<file path="config.mk">
export PLATFORM = sky130hd
export DESIGN_NAME = sprite_blitter
export DESIGN_NICKNAME = d
export VERILOG_FILES = /design/src/rtl/sprite_pkg.sv /design/src/rtl/sprite_scan_counter.sv /design/src/rtl/sprite_blitter.sv
export SDC_FILE = /design/constraint.sdc
export NUM_CORES = 1
export LEC_CHECK = 0
export ABC_CLOCK_PERIOD_IN_PS = 4100
export CELL_PAD_IN_SITES_DETAIL_PLACEMENT = 0
export CELL_PAD_IN_SITES_GLOBAL_PLACEMENT = 1
export CORE_ASPECT_RATIO = 1.75
export CORE_MARGIN = 2
export CORE_UTILIZATION = 42
export DETAILED_ROUTE_END_ITERATION = 6
export PLACE_DENSITY_LB_ADDON = 0.1
export SLEW_MARGIN = 0
export SYNTH_ARGS = -nofsm -noshare
export SYNTH_HDL_FRONTEND = slang
export SYNTH_HIERARCHICAL = 1
export SYNTH_SLANG_ARGS = --single-unit
</file>
<file path="constraint.sdc">
create_clock -name clock_all -period 4.1 [get_ports clock_all]
set_input_delay 0.41 -clock clock_all [delete_from_list [all_inputs] [get_ports clock_all]]
set_output_delay 0.41 -clock clock_all [all_outputs]
set_load 0.005 [all_outputs]
</file>
<file path="src/rtl/sprite_pkg.sv">
// Shared types and defaults for the sprite blitter.
package sprite_pkg;

  typedef enum logic [1:0] {
    ST_IDLE  = 2'd0,
    ST_DRAW  = 2'd1,
    ST_FLUSH = 2'd2
  } state_e;

  localparam int DEF_SPR_W    = 53;
  localparam int DEF_SPR_H    = 57;
  localparam int DEF_COLOUR_W = 3;

  // Smallest ROM address width able to hold every pixel of a w x h sprite.
  function automatic int min_addr_w(input int w, input int h);
    return $clog2(w * h);
  endfunction

endpackage

</file>
<file path="src/rtl/sprite_scan_counter.sv">
// Row-major scan position for the sprite blitter: column, row and the running
// row base address (row * SPR_W built by repeated addition).
module sprite_scan_counter
  import sprite_pkg::*;
#(
  parameter int SPR_W  = DEF_SPR_W,
  parameter int SPR_H  = DEF_SPR_H,
  parameter int ADDR_W = min_addr_w(DEF_SPR_W, DEF_SPR_H),
  localparam int COL_W = $clog2(SPR_W),
  localparam int ROW_W = $clog2(SPR_H)
) (
  input  logic              clk_i,
  input  logic              rst_i,
  input  logic              load_i,
  input  logic              adv_i,
  output logic [COL_W-1:0]  col_o,
  output logic [ROW_W-1:0]  row_o,
  output logic [COL_W-1:0]  col_nxt_o,
  output logic [ADDR_W-1:0] row_base_nxt_o,
  output logic              last_o
);

  logic [COL_W-1:0]  col_q, col_d;
  logic [ROW_W-1:0]  row_q, row_d;
  logic [ADDR_W-1:0] row_base_q, row_base_d;
  logic              last_s;
  logic              row_end_s;

  assign row_end_s = (col_q == COL_W'(SPR_W - 1));
  assign last_s    = row_end_s && (row_q == ROW_W'(SPR_H - 1));

  // Next scan position; the final pixel holds so the ROM address stays put in IDLE.
  always_comb begin
    col_d      = col_q;
    row_d      = row_q;
    row_base_d = row_base_q;
    if (load_i) begin
      col_d      = '0;
      row_d      = '0;
      row_base_d = '0;
    end else if (adv_i && !last_s) begin
      if (row_end_s) begin
        col_d      = '0;
        row_d      = row_q + ROW_W'(1);
        row_base_d = row_base_q + ADDR_W'(SPR_W);
      end else begin
        col_d      = col_q + COL_W'(1);
      end
    end else begin
      col_d      = col_q;
    end
  end

  // Scan position registers.
  always_ff @(posedge clk_i) begin
    if (rst_i) begin
      col_q      <= '0;
      row_q      <= '0;
      row_base_q <= '0;
    end else begin
      col_q      <= col_d;
      row_q      <= row_d;
      row_base_q <= row_base_d;
    end
  end

  assign col_o          = col_q;
  assign row_o          = row_q;
  assign col_nxt_o      = col_d;
  assign row_base_nxt_o = row_base_d;
  assign last_o         = last_s;

endmodule

</file>
<file path="src/rtl/sprite_blitter.sv">
// Sprite drawing engine: scans a sprite ROM and emits one plot per opaque pixel.
// Optional horizontal flip enabled by defining SPRITE_MIRROR_EN.
module sprite_blitter
  import sprite_pkg::*;
#(
  parameter int                  SPR_W      = DEF_SPR_W,
  parameter int                  SPR_H      = DEF_SPR_H,
  parameter int                  COLOUR_W   = DEF_COLOUR_W,
  parameter int                  X_W        = 9,
  parameter int                  Y_W        = 8,
  parameter int                  ADDR_W     = min_addr_w(DEF_SPR_W, DEF_SPR_H),
  parameter int                  KEY_EN     = 1,
  parameter logic [COLOUR_W-1:0] KEY_COLOUR = '0
) (
  input  logic                clock_all,
  input  logic                reset_all,
  input  logic                start,
  input  logic [X_W-1:0]      x_,
  input  logic [Y_W-1:0]      y_,
`ifdef SPRITE_MIRROR_EN
  input  logic                mirror,
`endif
  output logic [ADDR_W-1:0]   rom_addr,
  input  logic [COLOUR_W-1:0] rom_q,
  output logic [X_W-1:0]      out_x,
  output logic [Y_W-1:0]      out_y,
  output logic [COLOUR_W-1:0] out_colour,
  output logic                plot,
  output logic                busy,
  output logic                done
);

  localparam int COL_W = $clog2(SPR_W);
  localparam int ROW_W = $clog2(SPR_H);

  state_e              state_q, state_d;
  logic [X_W-1:0]      x_lat_q, x_lat_d;
  logic [Y_W-1:0]      y_lat_q, y_lat_d;
  logic [ADDR_W-1:0]   rom_addr_q, rom_addr_d;
  logic                pix_vld_q, pix_vld_d;
  logic [COL_W-1:0]    pix_col_q, pix_col_d;
  logic [ROW_W-1:0]    pix_row_q, pix_row_d;
  logic [X_W-1:0]      out_x_q, out_x_d;
  logic [Y_W-1:0]      out_y_q, out_y_d;
  logic [COLOUR_W-1:0] out_colour_q, out_colour_d;
  logic                plot_q, plot_d;
  logic                busy_q, busy_d;
  logic                done_q, done_d;
`ifdef SPRITE_MIRROR_EN
  logic                mirror_q, mirror_d;
`endif

  logic                accept_s;
  logic                key_hit_s;
  logic                mirror_nxt_s;
  logic [COL_W-1:0]    col_s, col_nxt_s;
  logic [ROW_W-1:0]    row_s;
  logic [ADDR_W-1:0]   row_base_nxt_s;
  logic                last_s;

  assign accept_s  = (state_q == ST_IDLE) && start;
  assign key_hit_s = (KEY_EN != 0) && (rom_q == KEY_COLOUR);

  sprite_scan_counter #(
    .SPR_W  (SPR_W),
    .SPR_H  (SPR_H),
    .ADDR_W (ADDR_W)
  ) u_scan (
    .clk_i          (clock_all),
    .rst_i          (reset_all),
    .load_i         (accept_s),
    .adv_i          (state_q == ST_DRAW),
    .col_o          (col_s),
    .row_o          (row_s),
    .col_nxt_o      (col_nxt_s),
    .row_base_nxt_o (row_base_nxt_s),
    .last_o         (last_s)
  );

  // Next-state for the FSM, latches, address and the two output pipeline stages.
  always_comb begin
    state_d = state_q;
    case (state_q)
      ST_IDLE:  state_d = start  ? ST_DRAW  : ST_IDLE;
      ST_DRAW:  state_d = last_s ? ST_FLUSH : ST_DRAW;
      ST_FLUSH: state_d = ST_IDLE;
      default:  state_d = ST_IDLE;
    endcase

    x_lat_d = accept_s ? x_ : x_lat_q;
    y_lat_d = accept_s ? y_ : y_lat_q;
`ifdef SPRITE_MIRROR_EN
    mirror_d     = accept_s ? mirror : mirror_q;
    mirror_nxt_s = mirror_d;
`else
    mirror_nxt_s = 1'b0;
`endif

    // Address follows the counter's next value so it lands with the scan position.
    if (mirror_nxt_s) begin
      rom_addr_d = row_base_nxt_s + (ADDR_W'(SPR_W - 1) - ADDR_W'(col_nxt_s));
    end else begin
      rom_addr_d = row_base_nxt_s + ADDR_W'(col_nxt_s);
    end

    pix_vld_d    = (state_q == ST_DRAW);
    pix_col_d    = col_s;
    pix_row_d    = row_s;

    out_x_d      = x_lat_q + X_W'(pix_col_q);
    out_y_d      = y_lat_q + Y_W'(pix_row_q);
    out_colour_d = rom_q;
    plot_d       = pix_vld_q && !key_hit_s;

    done_d = (state_q == ST_FLUSH);
    if (accept_s) begin
      busy_d = 1'b1;
    end else if (done_q) begin
      busy_d = 1'b0;
    end else begin
      busy_d = busy_q;
    end
  end

  // FSM and all registered outputs.
  always_ff @(posedge clock_all) begin
    if (reset_all) begin
      state_q      <= ST_IDLE;
      x_lat_q      <= '0;
      y_lat_q      <= '0;
      rom_addr_q   <= '0;
      pix_vld_q    <= 1'b0;
      pix_col_q    <= '0;
      pix_row_q    <= '0;
      out_x_q      <= '0;
      out_y_q      <= '0;
      out_colour_q <= '0;
      plot_q       <= 1'b0;
      busy_q       <= 1'b0;
      done_q       <= 1'b0;
`ifdef SPRITE_MIRROR_EN
      mirror_q     <= 1'b0;
`endif
    end else begin
      state_q      <= state_d;
      x_lat_q      <= x_lat_d;
      y_lat_q      <= y_lat_d;
      rom_addr_q   <= rom_addr_d;
      pix_vld_q    <= pix_vld_d;
      pix_col_q    <= pix_col_d;
      pix_row_q    <= pix_row_d;
      out_x_q      <= out_x_d;
      out_y_q      <= out_y_d;
      out_colour_q <= out_colour_d;
      plot_q       <= plot_d;
      busy_q       <= busy_d;
      done_q       <= done_d;
`ifdef SPRITE_MIRROR_EN
      mirror_q     <= mirror_d;
`endif
    end
  end

  assign rom_addr   = rom_addr_q;
  assign out_x      = out_x_q;
  assign out_y      = out_y_q;
  assign out_colour = out_colour_q;
  assign plot       = plot_q;
  assign busy       = busy_q;
  assign done       = done_q;

endmodule

</file>
---- Word level (Yosys, flattened, before mapping) ----
Cells that the tools add are included.
storage, ports and cells
  memories ................................ 0
  word-level logic and storage cells ...... 48
  ROM bits ................................ 0
  register bits after elaboration ......... 91
  output and inout bits ................... 35
  RAM bits ................................ 0
  input port bits ......................... 23
  latch bits .............................. 0
cells by class
  $mul .................................... 0
  divide/modulo/power cells ............... 0
  bitwise logic cells ..................... 0
  equal/unequal tests ..................... 4
  add/subtract/negate cells ............... 6
  magnitude comparators ................... 0
  reductions and logical operators ........ 11
  mux-type cells .......................... 11
  shift operators ......................... 0
operator list
  cell                     count
  $mux W12                 3
  $mux W6                  3
  $add A12 B6 Y12          1
  $add A12 B6 Y12 const B  1
  $add A6 B1 Y6 const B    2
  $eq A6 B6 Y1 const B     2
  $add A9 B6 Y9            1
  $add A8 B6 Y8            1
  $logic_and A1 B1 Y1      4
  $pmux W2 S2              1
  $logic_not A3 Y1         1
  $mux W1                  3
  $eq A2 B1 Y1 const B     1
  $eq A2 B2 Y1 const B     1
  $logic_not A1 Y1         2
  $logic_not A2 Y1         1
  $mux W2                  1
  $reduce_and A2 Y1        1
  $reduce_bool A2 Y1       1
  $reduce_or A2 Y1         1

---- Logic depth before layout (Yosys ltp) ----
Gate-level depths: netlist (run 1).
  depth after elaboration ................. 7
  gate-level depth with buffers ........... 14
  mapped depth without buffers ............ 12

---- Cells and area by module ----
The synthesis (run 1) kept the hierarchy.
modules (own cells, without submodules)
  module               sequential area each (µm²)  cells each  area each (µm²)  times used
  sprite_blitter       1341.3                      311         2910.3           1
  sprite_scan_counter  480.5                       197         1622.8           1

---- Least setup slack after synthesis (run 1) ----
No wires, ideal clock.
  kind .................................... register to register
  from .................................... reg state_q[0]
  to ...................................... reg rom_addr_q[6] (netlist: rom_addr[6])
  arrival ................................. 3137 ps
  path slack .............................. 842 ps
  data required time ...................... 3979 ps
  setup time .............................. 121 ps
  clock period less this slack ............ 3258 ps
  cell stages (with the launch flop) ...... 15
  path through ............................ dfxtp_1 > nor2_1 > nand2_2 > clkinv_1 > buf_2 > clkbuf_1 > buf_1 > nand4b_1 > o31ai_1 > ha_1 > fa_1 > a211oi_2 > o21bai_1 > a21oi_1 > mux2_2
between the ends
  elaborated cells on any way between the ends .. 9
RTL lines
  what                      line                       RTL
  start: declaration        sprite_blitter.sv:36       state_e state_q, state_d;
  start signal: assignment  sprite_blitter.sv:145      state_q <= state_d;
  $logic_not A2 Y1          sprite_blitter.sv:61       assign accept_s = (state_q == ST_IDLE) && start;
  $logic_and A1 B1 Y1       sprite_blitter.sv:61
  via accept_s              sprite_blitter.sv:53       logic accept_s;
  $mux W6                   sprite_scan_counter.sv:37  if (load_i) begin
  via col_nxt_s[0]          sprite_blitter.sv:56       logic [COL_W-1:0] col_s, col_nxt_s;
  $add A12 B6 Y12           sprite_blitter.sv:103      rom_addr_d = row_base_nxt_s + ADDR_W'(col_nxt_s);
  end signal: assignment    sprite_blitter.sv:148      rom_addr_q <= rom_addr_d;
  end: declaration          sprite_blitter.sv:39       logic [ADDR_W-1:0] rom_addr_q, rom_addr_d;
The timed path passes the listed nets, and every way through them passes these cells.
A chain may end at the register's enable or synchronous reset.

---- Worst setup path after layout (run 1) ----
  from .................................... reg u_scan.col_q[0] (netlist: u_scan/col_o[0])
  to ...................................... reg rom_addr_q[11] (netlist: rom_addr[11])
between the ends
  longest elaborated chain between the ends .. 7
  elaborated cells on any way between the ends .. 12
ends and longest elaborated chain
  what                      line                       RTL
  start: declaration        sprite_scan_counter.sv:23  logic [COL_W-1:0] col_q, col_d;
  start signal: assignment  sprite_scan_counter.sv:61  col_q <= col_d;
  $eq A6 B6 Y1 (*)          sprite_scan_counter.sv:29  assign row_end_s = (col_q == COL_W'(SPR_W - 1));
  $logic_and A1 B1 Y1       sprite_scan_counter.sv:30  assign last_s = row_end_s && (row_q == ROW_W'(SPR_H - 1));
  $logic_not A1 Y1          sprite_scan_counter.sv:41  end else if (adv_i && !last_s) begin
  $logic_and A1 B1 Y1       sprite_scan_counter.sv:41
  $mux W12 (*)              sprite_scan_counter.sv:41
  $mux W12 (*)              sprite_scan_counter.sv:37
  via row_base_nxt_s[5]     sprite_blitter.sv:58       logic [ADDR_W-1:0] row_base_nxt_s;
  $add A12 B6 Y12 (*)       sprite_blitter.sv:103
The timed path passes the listed nets; every way through them passes the cells marked *.

==> results.cfg, run 1 <==
[run_status]
outcome = finished, final reports clean

[timing]
holdWs_ns = 0.448
grt_setup_unrepaired = no
worst_pin_slew_ns = 1.04
max_slew_margin_pct = 30.2
fin_tns_setup_ns = 0
finalMaxSlewViolations = 0
fin_ws_ns = 0.762
period_share_pct = 81.4
max_freq_ghz = 0.300
hold_violations = 0
finalSetupViolCount = 0
period_minus_slack_ns = 3.34
fin_skew_ns = 0.00964

[clock_network]
htree_levels = 3
numClockSinks = 91
clock_latency_ns = 0.34
cts_max_path_buffers = 2
clk_pin_slew_ns = 0.07
cts_resized = 0
cts_setup_buffers = 0
cts_root_buf = clkbuf_16
postCtsHoldBufs = 0
tritoncts = yes
cts_buffers = 9

[setup_path]
crit_path_start_kind = flip-flop
worstSetupPathType = reg -> reg
r2r_slack_ns = 0.76
arrival_ns = 3.57
worstSetupEndpointType = flip-flop
cp_data_required_time_ns = 4.33
crit_fanout = 13

[yosys]
yosysWarnings = 6
yosys_most_used_dff = dfxtp_1
syn-num-nets = 557
ys_types = 66
syn_area_per_cell_um2 = 8.92
synth_edf_count = 0
ys_top_cells_by_count = dfxtp_1, nand2_1, a21oi_1
synth_area_leaders = dfxtp_1, ha_1, nor2b_1
synthCells = 508
synth_most_common_cell = dfxtp_1
synth_top_cell_area_share_pct = 40.2
ys_seq_elements = 91
syn_area_mm2 = 0.00453
yosysSeqAreaShare_pct = 40.2
yosys.area.top_type = dfxtp_1
synth-async-reset-ratio_pct = 0

[finish]
stdcell_area_mm2 = 0.00551
multi_input_area_mm2 = 0.00255
nets = 611
finalNonFillerCells = 697
diodes = 0
nFillCells = 1065
layout-drive-gt1-share_pct = 9.17
ff_latch_area_mm2 = 0.00182
final_core_util_pct = 51.8
synthToLayoutAreaGrowth_pct = 21.5

[grt]
grt_pass1_wl_um = 17100
grt_pass1_vias = 3642
grt_max_degree = 61
grt_usage_pct = 19.1
grt_overflow_total = 0
antenna_found_initial = 0

[placement]
dp_cells = 681
preCtsSetupSlack_ns = 0.746
place_area_mm2 = 0.00524
place_congestion = 0.789
portBuffers = 57
hpwl_um = 7570

[drt]
routed_wl_um = 10400
drc = 0
wl_per_cell_um = 14.9
drtIter0Drc = 137
via_per_inst = 5.31
num_vias = 3702
antenna_left = 0
firstDrtPassIters = 4

[job]
drv_cap = 0

[die]
io_pins = 58
start_util_pct = 42.6
rows = 50
die_h_um = 141
die_area_mm2 = 0.0117
die_w_um = 82.5
core_area_mm2 = 0.0106

[power_and_ir_drop]
vdd_ir_drop_max_mv = 0.199
power.leakage_nw = 2.15
p_total_mw = 1.81
p_per_area_mw_per_mm2 = 328

[hold_path]
min_path_type = reg -> reg
-- where the power goes --
part	leakage, nW	switching [mW]	total [mW]	internal (mW)
Sequential	0.739	0.0120	0.919	0.907
Clock	0.119	0.334	0.744	0.410
Combinational	1.29	0.0746	0.145	0.0706
-- logic make-up after synthesis --
logic type | share of synthesized area [%]
multiplexers | 5.69
XOR/XNOR | 1.74
AND/OR/NAND/NOR | 24.8
adder cells (fa/ha/maj) | 7.67
buffers and inverters | 3.64
AO/OA/AOI/OAI | 16.3
flip-flops | 40.2
-- metal layers --
metal	vias up	wire (µm)	GRT usage (%)
li1	1913	-	-
met1	1697	4240	20.6
met2	69	5450	34.2
met3	23	398	4.45
met4	0	308	8.63
met5	-	0	0
-- cells in the final DEF (no fill, tap or decap), drive strengths merged, types with 6 or more instances in the layout --
cell type | Yosys | routed
nand3 | 10 | 10
xnor2 | 6 | 6
nor2 | 40 | 40
a21o | 9 | 9
dfxtp | 91 | 91
o31ai | 7 | 7
clkbuf | 15 | 12
nor4 | 6 | 6
a211oi | 10 | 10
inv | 15 | 15
mux2i | 10 | 10
o21ai | 21 | 21
a21oi | 41 | 41
nand2 | 53 | 53
or3 | 13 | 13
buf | 9 | 11
nor2b | 34 | 34
mux2 | 14 | 14
nor3 | 13 | 13
or4 | 6 | 6
clkdlybuf4s50 | 0 | 56
ha | 23 | 23
-- worst max-delay path, cell delays in order (launching register included) --
cell       delay [ns]
dfxtp_1          0.34
inv_1            0.14
ha_1             0.19
and4b_1          0.26
nand3_2          0.24
buf_4            0.28
a2111oi_2        0.34
mux2_2           0.39
ha_1             0.41
nand3_1          0.09
o21ai_0          0.20
mux2_2           0.35
-- path summary, 6_finish.rpt --
| path | start | to | cells past startpoint |
|---|---|---|---|
| setup / recovery | u_scan/col_o[0]$_SDFF_PP0_ | rom_addr[11]$_SDFF_PP0_ | 11 |
| setup reg to reg | u_scan/col_o[0]$_SDFF_PP0_ | rom_addr[11]$_SDFF_PP0_ | 11 |
| hold / removal | pix_vld_q$_SDFF_PP0_ | plot$_SDFF_PP0_ | 1 |
| hold reg to reg | pix_vld_q$_SDFF_PP0_ | plot$_SDFF_PP0_ | 1 |
-- flip-flops by register name, indices dropped and copies added, names as in the netlist --
| register | cells |
|---|---|
| pix_col_q | 6 |
| pix_row_q | 6 |
| busy | 1 |
| pix_vld_q | 1 |
| state_q | 2 |
| out_colour | 3 |
| y_lat_q | 8 |
| u_scan/row_base_q | 12 |
| rom_addr | 12 |
| u_scan/col_o | 6 |
| u_scan/row_o | 6 |
| out_x | 9 |
| x_lat_q | 9 |
| done | 1 |
| plot | 1 |
| out_y | 8 |
-- layout make-up --
| type | instances | share of cell area (%) |
|---|---|---|
| repair buffers | 67 | 11.9 |
| well taps | 130 | 2.95 |
| clock inverters | 4 | 0.500 |
| multi-input cells | 377 | 46.2 |
| inverters | 16 | 1.09 |
| flip-flops and latches | 91 | 33.1 |
| clock buffers | 12 | 4.29 |
Power figures use the tool's default switching activity.
==> inputs of run 2 (changes only) <==
- ABC_CLOCK_PERIOD_IN_PS: 4100 -> 3200
- clock period: 4.1 -> 3.2 ns (I/O delays scaled with it)
==> run 2 against run 1 <==
  * Utilization is 2.4 points higher
  * Sequential power is 28% higher
  * Sequential share of layout area is 1.4 points lower
  * Final cell count is 2.2% higher
  * Critical path depth is 1 higher
  * Clock skew is 0.0030 ns lower
  * First-iteration DRC count is 8.0% lower
  * Largest cell class unchanged
==> results.cfg, run 2 (same netlist as run 1, synthesis figures left out) <==
[setup_path]
crit_path_start_kind = flip-flop
ff2ff_path_depth = 12
worstSetupPathType = reg -> reg
cp_data_required_time_ns = 3.42
r2r_slack_ns = 0.16
crit_fanout = 15
worstSetupEndpointType = flip-flop
arrival_ns = 3.26

[placement]
place_congestion = 0.818
hpwl_um = 7920
dp_cells = 696
portBuffers = 57
preCtsSetupSlack_ns = 0.0551

[power_and_ir_drop]
p_total_mw = 2.49
p_per_area_mw_per_mm2 = 432
vdd_ir_drop_max_mv = 0.322
power.leakage_nw = 2.26

[finish]
diodes = 0
nets = 626
layout_common_cells = dfxtp_1, clkdlybuf4s50_1, nand2_1
finalNonFillerCells = 712
multi_input_area_mm2 = 0.00262
layout-drive-gt1-share_pct = 14.6
final_core_util_pct = 54.2
synthToLayoutAreaGrowth_pct = 27.2
layout_commonest_cell = dfxtp_1
nFillCells = 1008
ff_latch_area_mm2 = 0.00182

[timing]
holdWs_ns = 0.459
finalMaxSlewViolations = 0
finalSetupViolCount = 0
period_minus_slack_ns = 3.04
max_freq_ghz = 0.329
max_slew_margin_pct = 33.5
hold_violations = 0
fin_skew_ns = 0.00666
worst_pin_slew_ns = 0.993
period_share_pct = 94.9
fin_ws_ns = 0.162

[die]
core_area_mm2 = 0.0106
rows = 50
start_util_pct = 42.6
die_h_um = 141
io_pins = 58
die_area_mm2 = 0.0117
die_w_um = 82.5

[clock_network]
cts_root_buf = clkbuf_16
clock_latency_ns = 0.33
cts_max_path_buffers = 2
tritoncts = yes
clk_pin_slew_ns = 0.07
cts_buffers = 9
htree_levels = 3
postCtsHoldBufs = 0
numClockSinks = 91

[drt]
antenna_left = 0
wl_per_cell_um = 15.2
routed_wl_um = 10800
via_per_inst = 5.45
firstDrtPassIters = 4
drc = 0
drtIter0Drc = 126
num_vias = 3877

[hold_path]
min_path_type = reg -> reg
worstHoldPathCells = 2

[job]
drv_cap = 0

[grt]
grt_pass1_vias = 3770
grt_max_degree = 54
grt_overflow_total = 0
grt_pass1_wl_um = 17500
grt_usage_pct = 19.3
antenna_found_initial = 0

[run_status]
outcome = finished, final reports clean
[run 2: final cells by class]
class	count	share of cell area (%)
Inverter	16	1.04
Sequential cell	91	31.6
Tap cell	130	2.82
Multi-Input combinational cell	377	45.5
Clock inverter	7	1.58
Timing Repair Buffer	82	13.5
Clock buffer	9	3.91
[run 2: what timing repair did]
item | 4_1_cts | 5_1_grt
resized for setup | 0 | 20
setup endpoints to repair | 0 | 7
setup buffers | 0 | 0
[run 2: power breakdown]
part,total [mW],switching [mW],internal (mW)
clock network,1.12,0.436,0.683
registers,1.18,0.0149,1.16
logic,0.196,0.101,0.0951
total,2.49,0.551,1.94
[run 2: through the flow]
stage | setup TNS (ns) | cell area (µm²)
floorplan | 0 | 4530
global placement | 0 | 5370
detailed placement | 0 | 5370
CTS | 0 | 5690
global route | -0.000250 | 5760
finish | 0 | 5760
[run 2: worst max-delay path: stages, from the launching register on]
cell and delay (ns):
dfxtp_1 0.36, inv_1 0.08, ha_1 0.20, inv_1 0.14
nor2_1 0.10, buf_12 0.16, or4_1 0.46, a21oi_1 0.21
ha_2 0.34, a211oi_2 0.26, o21bai_1 0.10, a21oi_1 0.16
mux2_2 0.35
[run 2: worst paths after layout]
path	startpoint	to
max reg2reg	u_scan/row_o[0]$_SDFFE_PP0P_	rom_addr[6]$_SDFF_PP0_
min	x_lat_q[4]$_SDFFE_PP0P_	x_lat_q[4]$_SDFFE_PP0P_
min reg2reg	x_lat_q[4]$_SDFFE_PP0P_	x_lat_q[4]$_SDFFE_PP0P_
max	u_scan/row_o[0]$_SDFFE_PP0P_	rom_addr[6]$_SDFF_PP0_
[run 2: metal layers]
| metal | global-route usage, % | routed length, µm | up-vias | part of all wire [%] |
|---|---|---|---|---|
| li1 | - | - | 1946 | - |
| met1 | 21.4 | 4480 | 1849 | 41 |
| met2 | 35.1 | 5800 | 68 | 54 |
| met3 | 3.37 | 317 | 14 | 2.9 |
| met4 | 7.59 | 203 | 0 | 1.9 |
| met5 | 0 | 0 | - | 0 |
